`config.mk`:
```
export PLATFORM = sky130hd
export DESIGN_NAME = hazard3_div_iter
export DESIGN_NICKNAME = d
export VERILOG_FILES = /design/src/rtl/hazard3_div_iter.sv
export SDC_FILE = /design/constraint.sdc
export NUM_CORES = 1
export LEC_CHECK = 0
export ABC_AREA = 1
export CAP_MARGIN = 5
export CORE_MARGIN = 2
export CORE_UTILIZATION = 42
export CTS_BUF_LIST = sky130_fd_sc_hd__clkbuf_8
export DETAILED_ROUTE_END_ITERATION = 8
export GPL_TIMING_DRIVEN = 0
export HOLD_SLACK_MARGIN = 0.1
export SYNTH_ARGS = -nofsm -noshare
export SYNTH_HDL_FRONTEND = slang
export SYNTH_SLANG_ARGS = --single-unit
```
`constraint.sdc`:
```
create_clock -name clk -period 3 [get_ports clk]
set_input_delay 0.6 -clock clk [delete_from_list [all_inputs] [get_ports clk]]
set_output_delay 0.6 -clock clk [all_outputs]
set_load 0.02 [all_outputs]
```
`src/rtl/hazard3_div_iter.sv`:
```
// Iterative radix-2 restoring divider: one quotient bit per cycle, then a
// sign-fix cycle. Handles DIV/DIVU/REM/REMU including divide-by-zero and overflow.
module hazard3_div_iter #(
    parameter int W_DATA  = 32,
    parameter int W_MULOP = 3
) (
    input  logic               clk,
    input  logic               rst_n,
    input  logic [W_MULOP-1:0] op,
    input  logic               op_vld,
    input  logic [W_DATA-1:0]  op_a,
    input  logic [W_DATA-1:0]  op_b,
    input  logic               op_kill,
    output logic               op_rdy,
    output logic [W_DATA-1:0]  result,
    output logic               result_vld
);

    localparam int W_CTR = $clog2(W_DATA);

    typedef enum logic [1:0] {
        S_IDLE = 2'd0,
        S_RUN  = 2'd1,
        S_FIX  = 2'd2
    } state_t;

    state_t              r_state;
    state_t              w_state_next;
    logic [W_CTR-1:0]    r_ctr;
    logic                r_result_vld;
    logic [W_DATA-1:0]   r_result;

    logic [2*W_DATA-1:0] r_acc;    // {partial remainder, dividend/quotient}
    logic [W_DATA-1:0]   r_b;
    logic                r_op_rem;
    logic                r_sign_a;
    logic                r_sign_b;

    logic                w_accept;
    logic                w_a_neg;
    logic                w_b_neg;
    logic [W_DATA-1:0]   w_a_abs;
    logic [W_DATA-1:0]   w_b_abs;
    logic [W_DATA:0]     w_rem_sh;
    logic [W_DATA:0]     w_diff;
    logic                w_ge;
    logic [2*W_DATA-1:0] w_acc_step;
    logic [W_DATA-1:0]   w_quot;
    logic [W_DATA-1:0]   w_rem;
    logic                w_neg_q;
    logic [W_DATA-1:0]   w_fixed;
    logic                w_unused_op;

    // Only op[1:0] carry meaning; upper bits are deliberately ignored.
    assign w_unused_op = &{1'b0, op[W_MULOP-1:2]};

    assign w_a_neg = ~op[0] & op_a[W_DATA-1];
    assign w_b_neg = ~op[0] & op_b[W_DATA-1];
    assign w_a_abs = w_a_neg ? (~op_a + 1'b1) : op_a;
    assign w_b_abs = w_b_neg ? (~op_b + 1'b1) : op_b;

    // Shifted remainder needs one extra bit so divisors above 2^(W-1) still work.
    assign w_rem_sh   = r_acc[2*W_DATA-1:W_DATA-1];
    assign w_diff     = w_rem_sh - {1'b0, r_b};
    assign w_ge       = (w_rem_sh >= {1'b0, r_b});
    assign w_acc_step = w_ge ? {w_diff[W_DATA-1:0], r_acc[W_DATA-2:0], 1'b1}
                             : {r_acc[2*W_DATA-2:0], 1'b0};

    assign w_quot  = r_acc[W_DATA-1:0];
    assign w_rem   = r_acc[2*W_DATA-1:W_DATA];
    assign w_neg_q = (r_sign_a ^ r_sign_b) & (r_b != '0);
    assign w_fixed = r_op_rem ? (r_sign_a ? (~w_rem + 1'b1) : w_rem)
                              : (w_neg_q ? (~w_quot + 1'b1) : w_quot);

    always_comb begin
        w_state_next = r_state;
        op_rdy       = 1'b0;
        w_accept     = 1'b0;
        case (r_state)
            S_IDLE: begin
                op_rdy   = 1'b1;
                w_accept = op_vld & ~op_kill;
                if (w_accept) w_state_next = S_RUN;
            end
            S_RUN: begin
                if (op_kill)            w_state_next = S_IDLE;
                else if (r_ctr == '0)   w_state_next = S_FIX;
            end
            S_FIX: begin
                w_state_next = S_IDLE;
            end
            default: begin
                w_state_next = S_IDLE;
            end
        endcase
    end

    always_ff @(posedge clk or negedge rst_n) begin
        if (!rst_n) begin
            r_state      <= S_IDLE;
            r_ctr        <= '0;
            r_result_vld <= 1'b0;
        end else begin
            r_state      <= w_state_next;
            r_result_vld <= (r_state == S_FIX) & ~op_kill;
            if (w_accept)
                r_ctr <= W_CTR'(W_DATA - 1);
            else if (r_state == S_RUN)
                r_ctr <= r_ctr - 1'b1;
        end
    end

    always_ff @(posedge clk) begin
        if (w_accept) begin
            r_acc    <= {{W_DATA{1'b0}}, w_a_abs};
            r_b      <= w_b_abs;
            r_op_rem <= op[1];
            r_sign_a <= w_a_neg;
            r_sign_b <= w_b_neg;
        end else if (r_state == S_RUN) begin
            r_acc <= w_acc_step;
        end
        if (r_state == S_FIX && !op_kill)
            r_result <= w_fixed;
    end

    assign result     = r_result;
    assign result_vld = r_result_vld;

endmodule

```
==> results.sh, run 1 <==
export IMPL_irDropWorstVdd_v=0.000359
export IMPL_rows=61
export IMPL_fin_cells=2380
export IMPL_die_h_um=172
export IMPL_arrival_ns=2.92
export IMPL_dp_hpwl_um=31500
export IMPL_die_x_um=172
export IMPL_startpoint_type="input pin"
export IMPL_drc=0
export IMPL_grt_start_max_net_pins=45
export IMPL_cp_slowest_cell="clkdlybuf4s50_1"
export IMPL_ys_warn_count=0
export IMPL_area_delta_synth_final_pct=16.1
export IMPL_slew_violations=0
export IMPL_ys_async_sr_fraction_pct=5.76
export IMPL_cts_tree="done"
export IMPL_synth_area_leaders="edfxtp_1, nand2_1, inv_1, nand3_1, nor2_1"
export IMPL_antenna_left=0
export IMPL_cap_violations=0
export IMPL_syn_area_per_cell_um2=6.39
export IMPL_clock_sinks=139
export IMPL_clock_fmax_mhz=354
export IMPL_critPathMostFrequentCell="inv_1"
export IMPL_place_congestion=0.937
export IMPL_yosysUniqueCellTypes=47
export IMPL_clock_path_buffers=2
export IMPL_globalRouteTotalUtil_pct=26.3
export IMPL_worst_pin_slew_ns=0.912
export IMPL_cts_root_buffer="clkbuf_8"
export IMPL_p_leak_nw=6.68
export IMPL_multi_input_area_um2=6780
export IMPL_cts_made_buffers=17
export IMPL_worstPathRequired_ns=3.09
export IMPL_rsz0062_at_grt="false"
export IMPL_yosysTopAreaCell="edfxtp_1"
export IMPL_cp_max_fo=16
export IMPL_path_clk_slew_ns=0.09
export IMPL_cts_hold_buf=0
export IMPL_finalSetupViolCount=0
export IMPL_io_pins=105
export IMPL_h_tree_depth=4
export IMPL_grt_pass1_wl_um=59600
export IMPL_place_area_um2=13500
export IMPL_fill_cells=2883
export IMPL_setup_tns_ns=0
export IMPL_antenna_cells=0
export IMPL_initial_core_util_pct=42.8
export IMPL_synth_top_cell_area_share_pct=25.0
export IMPL_worstSetupPathType="in -> reg"
export IMPL_crit_start="op_kill"
export IMPL_final_area_um2=13800
export IMPL_place_inst=2347
export IMPL_antenna_found_initial=0
export IMPL_period_needed_ns=2.83
export IMPL_via_count=12200
export IMPL_synth_flop_cell="edfxtp_1"
export IMPL_syn_area_um2=11900
export IMPL_vias_per_cell=5.11
export IMPL_finClkSkew_ns=0.0136
export IMPL_cpPeakStageDelay_ns=0.55
export IMPL_fin_crit_sh_pct=94.3
export IMPL_yosysMostFrequentCell="nand2_1"
export IMPL_grt_pass1_vias=11100
export IMPL_synth_edf_count=99
export IMPL_drive_gt1_share_pct=4.40
export IMPL_drt_first_iter_violations=1042
export IMPL_synthTopCellsByCount="nand2_1, inv_1, nand3_1"
export IMPL_seq_area_frac_synth_pct=32.0
export IMPL_power_density_nw_per_um2=678
export IMPL_hold_path_class="in -> async"
export IMPL_synth_fp_nets=1975
export IMPL_reg2reg_from="r_b[1]"
export IMPL_fin_nets=2099
export IMPL_first_pass_iters=6
export IMPL_cts_setup_buffers=0
export IMPL_slew_limit_headroom_pct=39.0
export IMPL_port_buffers=103
export IMPL_wire_per_inst_um=16.1
export IMPL_clkLatencyLatePin_ns=0.46
export IMPL_syn_inst=1865
export IMPL_path_cells="clkdlybuf4s50_1, inv_1, nand3_1, inv_1, nor2_2, clkbuf_2, clkinvlp_4"
export IMPL_wl_um=38400
export IMPL_seq_area_um2=3810
export IMPL_outcome="finished clean"
export IMPL_dieArea_um2=29700
export IMPL_grt_overflow=0
export IMPL_finalHoldViolations=0
export IMPL_ys_seq_elements=139
export IMPL_cp_end_kind="flop"
export IMPL_core_um2=27900
[through the flow]
stage                     worst slack [ns]  utilization [%]  total power, mW  hold WS (ns)
after CTS                            0.197             49.7             9.38         0.404
final                                0.172             49.7             9.38         0.406
after global routing               0.00673             49.7             10.2         0.415
after floorplan                      0.606                -             6.39         0.304
after global placement              -0.993             48.2             7.83         0.468
after detailed placement             -1.02             48.3             7.88         0.469
[repair_timing]
item	4_1_cts	5_1_grt
endpoints found under the hold margin	0	0
resized for setup	4	0
setup endpoints to repair	32	0
[critical path: cells and delay by family]
| family | cells | cell delay (ns) |
|---|---|---|
| buffers and inverters | 5 | 1.74 |
| AND/OR/NAND/NOR | 2 | 0.57 |
[sequential cells by signal (all words and copies together) (netlist names)]
name / cells
r_acc: 64
r_b: 32
r_ctr: 5
r_op_rem: 1
r_sign_a: 1
r_sign_b: 1
r_state: 2
result: 32
result_vld: 1
[routing by layer]
| layer | part of all wire [%] | vias up | global-route usage, % |
|---|---|---|---|
| li1 | - | 6177 | - |
| met5 | 0 | - | 0 |
| met2 | 42 | 391 | 39.6 |
| met1 | 50 | 5561 | 39.7 |
| met4 | 1.0 | 0 | 4.35 |
| met3 | 7.6 | 27 | 4.67 |
[where the power goes]
part	internal, mW	switching [mW]	total [mW]
Combinational	1.70	3.30	5.01
Sequential	2.45	0.441	2.89
Clock	0.602	0.881	1.48
[layout make-up]
cell class,count,share of cell area [%]
buffer,46,1.70
clock buffer,17,1.69
clock inverter,15,0.941
inverter,293,7.98
multi-input combinational,1387,49.0
sequential,139,27.6
tap,378,3.42
timing repair buffer,104,7.65
timing repair inverter,1,0.0543
[worst paths after layout]
path / slack, ns / cells after the start / endpoint
setup / recovery: 0.17 / 7 / r_acc[0]
setup reg to reg: 0.45 / 7 / result[7]
hold reg to reg: 0.49 / 2 / r_ctr[2]
max in group asynchronous: 2.33 / 1 / r_ctr[0]
min in group clk: 0.49 / 2 / r_ctr[2]
hold / removal: 0.41 / 1 / r_ctr[1]
[cell usage in the layout, fill, tap and decap left out, drive strengths merged]
cell / n
dfrtp: 8
buf: 26
dfxtp: 32
edfxtp: 99
nor3b: 1
o21ai: 95
a21oi: 44
nand3: 199
nand4: 28
fa: 1
o31ai: 1
a31oi: 5
clkdlybuf4s50: 103
a22oi: 1
inv: 302
o21bai: 2
o22ai: 2
nor4: 8
or2: 6
and2: 4
and3: 1
clkinvlp: 5
nor2: 174
or4: 1
clkinv: 2
ha: 38
nand2: 648
clkbuf: 38
xor2: 63
nor3: 29
xnor2: 21
a21o: 1
o211ai: 2
nand3b: 12
[cells by family after synthesis]
logic type / synth area share (%)
compound gates: 6.87
xor+xnor: 6.18
fa+ha+maj: 4.16
buf+inv: 11.2
flops: 32.0
simple gates: 39.6
(Power assumes the default switching activity.)
==> inputs of run 2 (changes only) <==
--- a/config.mk
+++ b/config.mk
@@ -10,6 +10,7 @@
 export CORE_MARGIN = 2
 export CORE_UTILIZATION = 42
 export CTS_BUF_LIST = sky130_fd_sc_hd__clkbuf_8
+export CTS_CLUSTER_SIZE = 14
 export DETAILED_ROUTE_END_ITERATION = 8
 export GPL_TIMING_DRIVEN = 0
 export HOLD_SLACK_MARGIN = 0.1
==> results of run 2 <==
Same layout as run 1: the final DEF is identical, and so are final timing and power.
